**src/rtl/car_request_conditioner_if.sv**
```systemverilog
// car_request_conditioner_if: sensor, light and request signals between the road loops, the light FSM and the conditioner.
interface car_request_conditioner_if;
   logic EWSensor;
   logic NSSensor;
   logic EWLite;
   logic NSLite;
   logic EWCar;
   logic NSCar;
   logic LiteErr;
   modport master (
      output EWSensor, NSSensor, EWLite, NSLite,
      input  EWCar, NSCar, LiteErr
   );
   modport slave (
      input  EWSensor, NSSensor, EWLite, NSLite,
      output EWCar, NSCar, LiteErr
   );
endinterface

```
**src/rtl/car_request_conditioner.sv**
```systemverilog
// car_request_conditioner: syncs, debounces and latches car sensors into requests gated by a minimum green time.
module car_request_conditioner #(
   parameter int DEBOUNCE_CYCLES = 4,
   parameter int MIN_GREEN       = 8
) (
   input logic clock,
   input logic resetn,
   car_request_conditioner_if.slave bus
);
   localparam int CW = $clog2(DEBOUNCE_CYCLES + 1);
   localparam int TW = $clog2(MIN_GREEN + 1);
   localparam logic [CW-1:0] CNT_LAST = CW'(DEBOUNCE_CYCLES - 1);
   localparam logic [TW-1:0] TMR_DONE = TW'(MIN_GREEN);
   // bit 0 is east-west, bit 1 is north-south
   logic [1:0] raw, lite, meta, sync, filt, req;
   logic [CW-1:0] cnt [2];
   logic [TW-1:0] tmr;
   logic prev_lite, lite_err, illegal, done;
   assign raw     = {bus.NSSensor, bus.EWSensor};
   assign lite    = {bus.NSLite, bus.EWLite};
   assign illegal = bus.EWLite == bus.NSLite;
   assign done    = tmr == TMR_DONE;
   always_ff @(posedge clock or negedge resetn) begin
      if (!resetn) begin
         meta      <= '0;
         sync      <= '0;
         filt      <= '0;
         req       <= '0;
         cnt[0]    <= '0;
         cnt[1]    <= '0;
         tmr       <= '0;
         prev_lite <= 1'b0;
         lite_err  <= 1'b0;
      end else begin
         meta <= raw;
         sync <= meta;
         for (int i = 0; i < 2; i++) begin
            cnt[i] <= (sync[i] == filt[i] || cnt[i] == CNT_LAST) ? '0 : cnt[i] + 1'b1;
            if (sync[i] != filt[i] && cnt[i] == CNT_LAST) filt[i] <= sync[i];
            // serving clears the request even if the car is still present
            if (!illegal) req[i] <= lite[i] ? 1'b0 : (filt[i] | req[i]);
         end
         prev_lite <= bus.EWLite;
         tmr       <= (illegal || bus.EWLite != prev_lite) ? '0 : (done ? tmr : tmr + 1'b1);
         lite_err  <= lite_err | illegal;
      end
   end
   assign bus.EWCar   = req[0] & done;
   assign bus.NSCar   = req[1] & done;
   assign bus.LiteErr = lite_err;
endmodule

```
**src/flat_wrapper.sv**
```systemverilog
// flat-port wrapper written by rule: the top's interface ports become plain ports
module car_request_conditioner_flat 
#(
   parameter int DEBOUNCE_CYCLES = 4,
   parameter int MIN_GREEN       = 8
)
  (clock, resetn, bus_EWSensor, bus_NSSensor, bus_EWLite, bus_NSLite, bus_EWCar, bus_NSCar, bus_LiteErr);
  car_request_conditioner_if bus_i ();
  input logic clock;
  input logic resetn;
  input wire logic [$bits(bus_i.EWSensor)-1:0] bus_EWSensor;
  input wire logic [$bits(bus_i.NSSensor)-1:0] bus_NSSensor;
  input wire logic [$bits(bus_i.EWLite)-1:0] bus_EWLite;
  input wire logic [$bits(bus_i.NSLite)-1:0] bus_NSLite;
  output wire logic [$bits(bus_i.EWCar)-1:0] bus_EWCar;
  output wire logic [$bits(bus_i.NSCar)-1:0] bus_NSCar;
  output wire logic [$bits(bus_i.LiteErr)-1:0] bus_LiteErr;
  assign bus_i.EWSensor = bus_EWSensor;
  assign bus_i.NSSensor = bus_NSSensor;
  assign bus_i.EWLite = bus_EWLite;
  assign bus_i.NSLite = bus_NSLite;
  assign bus_EWCar = bus_i.EWCar;
  assign bus_NSCar = bus_i.NSCar;
  assign bus_LiteErr = bus_i.LiteErr;
  car_request_conditioner #(.DEBOUNCE_CYCLES(DEBOUNCE_CYCLES), .MIN_GREEN(MIN_GREEN)) u_core (.clock(clock), .resetn(resetn), .bus(bus_i));
endmodule
```
**config.mk**
```make
export PLATFORM = sky130hd
export DESIGN_NAME = car_request_conditioner_flat
export DESIGN_NICKNAME = d
export VERILOG_FILES = /design/src/rtl/car_request_conditioner_if.sv /design/src/rtl/car_request_conditioner.sv /design/src/flat_wrapper.sv
export SDC_FILE = /design/constraint.sdc
export NUM_CORES = 1
export LEC_CHECK = 0
export ABC_AREA = 1
export CORE_MARGIN = 4
export CORE_UTILIZATION = 45
export DETAILED_ROUTE_END_ITERATION = 16
export PLACE_DENSITY = 0.66
export SYNTH_ARGS = -nofsm -noshare
export SYNTH_HDL_FRONTEND = slang
export SYNTH_SLANG_ARGS = --single-unit
```
**constraint.sdc**
```tcl
create_clock -name clock -period 2.1 [get_ports clock]
set_clock_uncertainty 0.1 [all_clocks]
set_input_delay 0.315 -clock clock [delete_from_list [all_inputs] [get_ports clock]]
set_output_delay 0.315 -clock clock [all_outputs]
set_load 0.02 [all_outputs]
```
# After elaboration in Yosys (flattened, before gate mapping)
# Index checks and enable logic that the tools add are counted.
# W data, S select, Z words.
# totals
mem_bits_rw	0
word_cells	39
ff_bits	20
mem_count	0
output_inout_bits	3
mem_bits_ro	0
in_bits	6
latchBits	0
# op_classes
multipliers	0
add_sub_neg	3
bitwise_logic	5
n_div	0
muxes	6
eq_ne	10
shifts	0
n_lt_le_gt_ge	0
n_reduce_logical	5
# op_table
op	count
$mux W4	2
$add A3 B1 Y3 const B	2
$eq A3 B2 Y1 const B	2
$mux W3	2
$add A4 B1 Y4 const B	1
$eq A4 B4 Y1 const B	1
$eq A1 B1 Y1	3
$logic_or A1 B1 Y1	3
$ne A1 B1 Y1	3
$or A1 B1 Y1	3
$and A1 B1 Y1	2
$logic_and A1 B1 Y1	2
$mux W1	2
$ne A2 B2 Y1 const B	1

# Depth between registers and ports, before layout
# Gate-level depths: netlist of run 1.
# logic_depth
word_depth	3
mapped_depth	7
mapped_depth_nobuf	7

# Worst setup path after synthesis of run 1
# OpenSTA, ideal clock, no wires.
# synth_timing
kind	register to output
startpoint	register u_core.tmr[0]
endpoint	output bus_EWCar
t_arrival_ps	1027
slack_ps	658
stages_incl_launch_ff	5
path_buffers	0
t_required_ps	1685
path_cell_list	dfrtp_1 -> inv_1 -> ha_1 -> nand3_1 -> nor2_1
# synth_between
elab_chain_len	2
# synth_lines
item	line	source
start: declaration	car_request_conditioner.sv:17	logic [TW-1:0] tmr;
start signal: assignment	car_request_conditioner.sv:44	tmr <= (illegal || bus.EWLite != prev_lite) ? '0 : (done ? tmr : tmr + 1'b1);
$eq A4 B4 Y1	car_request_conditioner.sv:22	assign done = tmr == TMR_DONE;
$and A1 B1 Y1	car_request_conditioner.sv:48	assign bus.EWCar = req[0] & done;
end: declaration	flat_wrapper.sv:15	output wire logic [$bits(bus_i.EWCar)-1:0] bus_EWCar;
# Every way passes these cells.

# Worst setup path after layout of run 1
# Same ends and word-level chain as after synthesis.

==> tab_implementation.tex, run 1 <==
\begin{tabular}{lr}
\hline
Metric & Value \\
\hline
\multicolumn{2}{l}{\textbf{Clock tree}} \\
Number of hold-repair buffers added at the cts stage & 0 \\
TritonCTS Buffers & 3 \\
\# H-tree levels & 1 \\
Clock-pin slew of the registers on the worst-case setup and hold paths & around 0.1 ns \\
Total setup buffers inserted after CTS & 0 \\
Root Buffer Master & sky130\_fd\_sc\_hd\_\_clkbuf\_4 \\
Clock tree from TritonCTS & yes \\
Buffer levels on the longest clock path & 2 \\
Clk sinks & 20 \\
Insertion delay of the later-clocked pin in the worst-skew pair & 0.29 ns \\
\multicolumn{2}{l}{\textbf{Power}} \\
Pwr per Cell Area & between 900 and 1000 nW/um2 \\
Clock network power share & a little under a quarter \\
Portion of total power attributed to sequential cells & 56.3\% \\
Peak supply drop & around 560 uV \\
Proportion of power drawn by combinational gates & 20.3\% \\
Pwr Total & 0.911 mW \\
Leak & 0.500 nW \\
Int Pwr & 0.662 mW \\
Sw frac & a little over a quarter \\
Switch Pwr & roughly 0.25 mW \\
\multicolumn{2}{l}{\textbf{Synthesis}} \\
Cell type with the largest total area after synthesis & sky130\_fd\_sc\_hd\_\_dfrtp\_1 \\
Share of the yosys chip area belonging to registers & approximately 60\% \\
Number of storage elements in the synthesis netlist & 20 \\
Total number of yosys warnings & 0 \\
Mean instance size in the synthesized netlist & between 9 and 10 um2 \\
Share of Yosys cell area claimed by the top area cell type & between 50\% and 60\% \\
Post-synthesis instance area & roughly 830 um2 \\
Count of flip-flops with a built-in enable after synthesis & 0 \\
Top-count cell post-synth & sky130\_fd\_sc\_hd\_\_dfrtp\_1 \\
Syn nets & 97 \\
Number of different library cells in the post-synthesis netlist & 13 \\
Ranking of synthesized cells by instance count & 20 x sky130\_fd\_sc\_hd\_\_dfrtp\_1, 15 x sky130\_fd\_sc\_hd\_\_nor2\_1, 14 x sky130\_fd\_sc\_hd\_\_inv\_1 \\
Top cells by area, synth & sky130\_fd\_sc\_hd\_\_dfrtp\_1 60\%, sky130\_fd\_sc\_hd\_\_ha\_1 9.0\%, sky130\_fd\_sc\_hd\_\_nor2\_1 6.7\% \\
Mapped Cells & 85 \\
Top FF cell, synth & sky130\_fd\_sc\_hd\_\_dfrtp\_1 \\
Synth async-reset ratio & 100\% \\
\multicolumn{2}{l}{\textbf{Cells and area}} \\
Post-route non-filler standard cell count & 123 \\
Post-layout util & a little under three fifths \\
Fill cell instance count of the final layout & about 160 \\
Antenna cell count & 0 \\
Finished layout cell area & 988 um2 \\
Layout Area Growth over Synthesis & 18.4\% \\
Ratio of cells with drive above 1 in the final layout & roughly 8\% \\
Multi-input logic area & roughly 280 um2 \\
Area occupied by registers & between 500 and 600 um2 \\
Number of nets in the final layout & around 110 \\
\multicolumn{2}{l}{\textbf{Timing}} \\
Relative max-transition margin & 75.4\% \\
Final critical-path share of the clock period & 92.9\% \\
Post-Route Setup TNS & 0 ns \\
Final Hold Violating Endpoints & 0 \\
RSZ-0062 raised after global routing & no \\
F\_max & 513 MHz \\
Number of slew-limit violations in the final report & 0 \\
Setup ws final & between 0.1 and 0.15 ns \\
\# setup viols final & 0 \\
Final Critical Period & 1.95 ns \\
Worst slew pin tran & around 0.37 ns \\
Worst hold margin & 0.246 ns \\
\multicolumn{2}{l}{\textbf{Placed design}} \\
Instance area after placement & about 950 um2 \\
Placed cells & 119 \\
DP Worst Slack & approximately 0.19 ns \\
Number of buffer cells added on primary ports & 8 \\
HPWL after DPL & 912 um \\
Weighted congestion at the end of routability-driven global placement & $\sim$0.74 \\
\multicolumn{2}{l}{\textbf{Drt}} \\
First-iteration detailed-routing DRC count & 7 \\
Per-cell via count in the routed design & 4.50 \\
Final Routed Wirelength & around 1200 um \\
Average wire per cell in the routed design & around 9.5 um \\
Number of vias in the routed layout & approximately 550 \\
Drc violations & 0 \\
Drt pass-1 iters & 4 \\
Detail Route Antenna Nets & 0 \\
\multicolumn{2}{l}{\textbf{Die}} \\
Die Area & roughly 2600 um2 \\
Placeable core area & approximately 1700 um2 \\
Initial Utilization & about 48\% \\
Cell row count & 15 \\
Die width & around 51 um \\
I/O pins & 9 \\
Die boundary height & around 51 um \\
\multicolumn{2}{l}{\textbf{Worst setup path}} \\
Required time at the endpoint of the critical path & around 1.7 ns \\
Largest fanout of any net on the critical path & 5 \\
Crit. End Element & output port \\
Worst setup path category & reg -> out \\
Ordered cell list for the critical path & inv\_1 -> ha\_1 -> nand3\_1 -> nor2\_1 -> dlygate4sd2\_1 \\
Arrival time of data at the critical path endpoint & 1.54 ns \\
Slack of the worst reg-to-reg path & around 0.75 ns \\
CP max stage cell & sky130\_fd\_sc\_hd\_\_dfrtp\_1 \\
Startpoint kind of the worst setup timing path & flop \\
Delay of the slowest cell on the worst path & about 0.44 ns \\
\multicolumn{2}{l}{\textbf{GRT}} \\
Initial antenna violation count & 0 \\
Overflow left after global routing & 0 \\
Total routing usage reported by global routing & 11.5\% \\
Maximum number of pins on one net before global-route repair & 21 \\
Vias in the first global route & 553 \\
Global-route wire length before repair & 2300 um \\
\multicolumn{2}{l}{\textbf{Status}} \\
Result of the run & complete, no violations \\
\multicolumn{2}{l}{\textbf{Job}} \\
MaxCap Viol Count & 0 \\
\multicolumn{2}{l}{\textbf{Hold path}} \\
Type of the worst min-delay path & in -> async \\
\hline
\end{tabular}
[area by class of cell]
| cell class | instances | share of cell area, % |
|---|---|---|
| clock buffer | 4 | 3.67 |
| inverter | 15 | 5.70 |
| multi-input combinational | 50 | 28.1 |
| sequential | 20 | 50.6 |
| tap | 25 | 3.16 |
| timing repair buffer | 9 | 8.73 |
[worst paths after layout]
kind	startpoint	end	cells after the start
max reg2reg	u_core.cnt[0]$_DFF_PN0_	u_core.cnt[1]$_DFF_PN0_	5
min	resetn	u_core.cnt[2]$_DFF_PN0_	2
min reg2reg	u_core.meta[1]$_DFF_PN0_	u_core.sync[1]$_DFF_PN0_	0
min in group clock	u_core.meta[1]$_DFF_PN0_	u_core.sync[1]$_DFF_PN0_	0
max	u_core.tmr[0]$_DFFE_PN0P_	bus_EWCar	5
max in group asynchronous	resetn	u_core.cnt[5]$_DFF_PN0_	2
[power groups by stage]
stage	registers [mW]	logic, mW	clock network, mW
floorplan	0.512	0.140	0
global placement	0.518	0.178	0
detailed placement	0.523	0.189	0
CTS	0.514	0.190	0.222
global route	0.528	0.220	0.237
finish	0.513	0.185	0.213
[state kept, by name, summed over array words and instances, names as in the netlist]
register / flops
u_core.cnt: 6
u_core.tmr: 4
u_core.filt: 2
u_core.meta: 2
u_core.req: 2
u_core.sync: 2
u_core.bus.LiteErr: 1
u_core.prev_lite: 1
[cells in the final DEF (no fill, tap or decap), drive strengths merged]
cell / n
mux2: 2
inv: 15
clkdlybuf4s15: 1
a21oi: 2
nand3: 5
dlygate4sd2: 1
o21ai: 4
nor2: 15
nand4: 1
o21bai: 1
ha: 6
clkbuf: 4
buf: 1
nand2: 13
or2: 1
clkdlybuf4s50: 6
dfrtp: 20
[logic make-up after synthesis]
family                     count (synthesis)  synth area share [%]
and+or+nand+nor                           35                  17.1
DFF                                       20                  60.0
buffers and inverters                     15                  6.75
AOI/OAI and AO/OA                          7                  4.50
adders and majority gates                  6                  9.00
muxes                                      2                  2.70
[metal layers]
layer	vias to the layer above	wire length, um	share of wire, %	global-route usage [%]
li1	289	-	-	-
met1	252	591	50	15.7
met2	11	501	43	17.8
met3	2	57	4.9	2.62
met4	0	19	1.6	4.04
met5	-	0	0	0
[worst max-delay path: cells and delay by family, from the launching register on]
kind | cells | cell delay (ns)
AND/OR/NAND/NOR | 2 | 0.22
adder cells (fa/ha/maj) | 1 | 0.16
buffers and inverters | 2 | 0.44
flip-flops | 1 | 0.44
[timing repair]
item	CTS	global route
cloned	0	0
resized for setup	2	1
endpoints found under the setup margin	2	1
Power figures use the tool's default switching activity.
==> run 2, diff against run 1 <==
--- a/config.mk
+++ b/config.mk
@@ -6,6 +6,7 @@
 export NUM_CORES = 1
 export LEC_CHECK = 0
 export ABC_AREA = 1
+export ABC_CLOCK_PERIOD_IN_PS = 2100
 export CORE_MARGIN = 4
 export CORE_UTILIZATION = 45
 export DETAILED_ROUTE_END_ITERATION = 16
==> results of run 2 <==
Same layout as run 1: the final DEF is identical, and so are final timing and power.
==> patch: new RTL, config.mk and constraints of run 1 <==
Reset style: synchronous (`resetn`), changed in one clocked block.
--- a/src/rtl/car_request_conditioner.sv
+++ b/src/rtl/car_request_conditioner.sv
@@ -20,7 +20,7 @@
    assign lite    = {bus.NSLite, bus.EWLite};
    assign illegal = bus.EWLite == bus.NSLite;
    assign done    = tmr == TMR_DONE;
-   always_ff @(posedge clock or negedge resetn) begin
+   always_ff @(posedge clock) begin
       if (!resetn) begin
          meta      <= '0;
          sync      <= '0;
Behaviour: differs if resetn is asserted again (counterexample within 4 cycles, from zero or initial values and one cycle with resetn low); with resetn held inactive, the same outputs for 10 cycles.
==> patch against run 1 <==
  * Sequential cell count is the same
  * Wire length grew 9.4%
  * Worst setup slack gained 0.020 ns
  * Cell area shrank 0.51%
  * Non-clock buffer count shrank 1
  * Area after synthesis shrank 0.90%
  * Die area shrank 0.76%
  * Cell count grew 18%
  * Maximum frequency grew 1.0%
  * Critical endpoint unchanged
Power is not compared: it rests on default switching activity, and its combinational part moved more than twofold at a synthesized area within 25%.
==> patch: results (changes against run 1) <==
- The global-route usage over all layers is 11.9% (+0.40 points).
- The post-synthesis instance total is 109 (+28%).
- The total routed wirelength is 1280 um (+9.4%).
- On the critical path, the stage with the largest delay is an instance of sky130_fd_sc_hd__dfxtp_1.
- The sequential area share after synthesis is 48.4% (-12 points).
- The clock buffer count from CTS was 3 (unchanged).
- The delay contributed by the slowest stage of the critical path is 0.35 ns (-0.09 ns).
- Counting instances in the post-synthesis netlist gives the leading cell types as sky130_fd_sc_hd__nand2_1, sky130_fd_sc_hd__inv_1, sky130_fd_sc_hd__dfxtp_1.
- The post-detailed-route via-to-cell ratio came to 4.48 (-0.63%).
- The net count after synthesis is 121 (+25%).
- The total cell area at the placement stage is 933 sq um (-2.1%).
- The post-synthesis share of cell area spent on full adders, half adders and majority gates is 9.08% (+0.082 points).
- The count of routing violations after the opening detailed-route iteration was 8 (+1).
- Yosys attributes the largest share of cell area to sky130_fd_sc_hd__dfxtp_1, sky130_fd_sc_hd__nand2_1, sky130_fd_sc_hd__inv_1.
- The mux cell area share after synthesis is 0% (-2.7 points).
- The half-perimeter wire length after detailed placement is 967 um (+6.1%).
- The slew of the pin with the lowest slew margin is 0.390 ns (+0.0243 ns).
- The number of inserted diodes came to 0 (unchanged).
- The arrival time at the worst endpoint came to 1.52 ns (-0.02 ns).
- The share of flip-flops with an asynchronous set or reset after synthesis was 0% (-100 points).
- The path category of the worst min-delay check is flip-flop to flip-flop.
- The number of global-route vias before repair came to 626 (+13%).
- The number of cells after detailed placement came to 141 (+18%).
- The worst slack at placement is 0.210 ns (+0.0160 ns).
- The maximum root-to-sink buffer count came to 2 (unchanged).
- The weighted congestion at the end of routability-driven global placement is 0.713 (-3.3%).
- The cell depth of the worst flop-to-flop path is 7 (+2).
- The count of nets after finishing is 133 (+20%).
- The maximum number of pins on one net before global-route repair is 13 (-38%).
- The global-route wire length before repair is 2380 um (+3.6%).
- The number of distinct library cells after synthesis is 15 (+2).
- The run finished with clean final reports.
- The overall die width is 50.9 um (-0.38%).
- The most used flip-flop cell after synthesis is sky130_fd_sc_hd__dfxtp_1.
- The ratio of cells with drive above 1 in the final layout came to 5.00% (-3.2 points).
patch: cells by family (layout without fill, tap and decap cells):
family,Yosys count,after routing
simple gates,50,50
buf+inv,25,36
flops,20,20
compound gates,8,8
fa+ha+maj,6,6
patch: what timing repair did:
action                                  in CTS  in global routing
endpoints found under the setup margin       2                  0
endpoints found under the hold margin        0                  0
gates resized for setup                      2                  0
patch: power groups by stage:
stage          combinational [mW]  sequential, mW  clock, mW
4_1_cts                    0.0476           0.394      0.317
3_5_place_dp               0.0470           0.403          0
2_1_floorplan              0.0269           0.403          0
5_1_grt                    0.0543           0.395      0.333
6_report                   0.0467           0.394      0.307
3_3_place_gp               0.0455           0.402          0
patch: metal layers:
metal	global-route usage [%]	vias up	share of wire [%]
met5	0	-	0
met4	6.73	0	2.4
met3	1.75	4	3.7
met2	21.7	13	51
met1	13.0	284	43
li1	-	348	-
patch: final cells by class:
type / count / area (sq um)
clock buffers: 3 / 22.5
clock inverters: 1 / 30.0
fillers: 185 / 743
inverters: 24 / 90.1
multi-input cells: 64 / 332
flip-flops and latches: 20 / 400
well taps: 25 / 31.3
repair buffers: 8 / 77.6
patch: worst min-delay path, stage by stage, from the launching register on:
cell                      delay (ns)
sky130_fd_sc_hd__dfxtp_1        0.31
sky130_fd_sc_hd__nand2_1        0.05
sky130_fd_sc_hd__inv_1          0.03
patch: final timing paths:
kind	startpoint	to	slack, ns
hold reg to reg	u_core.meta[1]	u_core.sync[1]	0.32
setup reg to reg	u_core.tmr[0]	u_core.tmr[0]	0.87
setup / recovery	u_core.tmr[0]	bus_EWCar	0.17
hold / removal	u_core.meta[1]	u_core.sync[1]	0.32
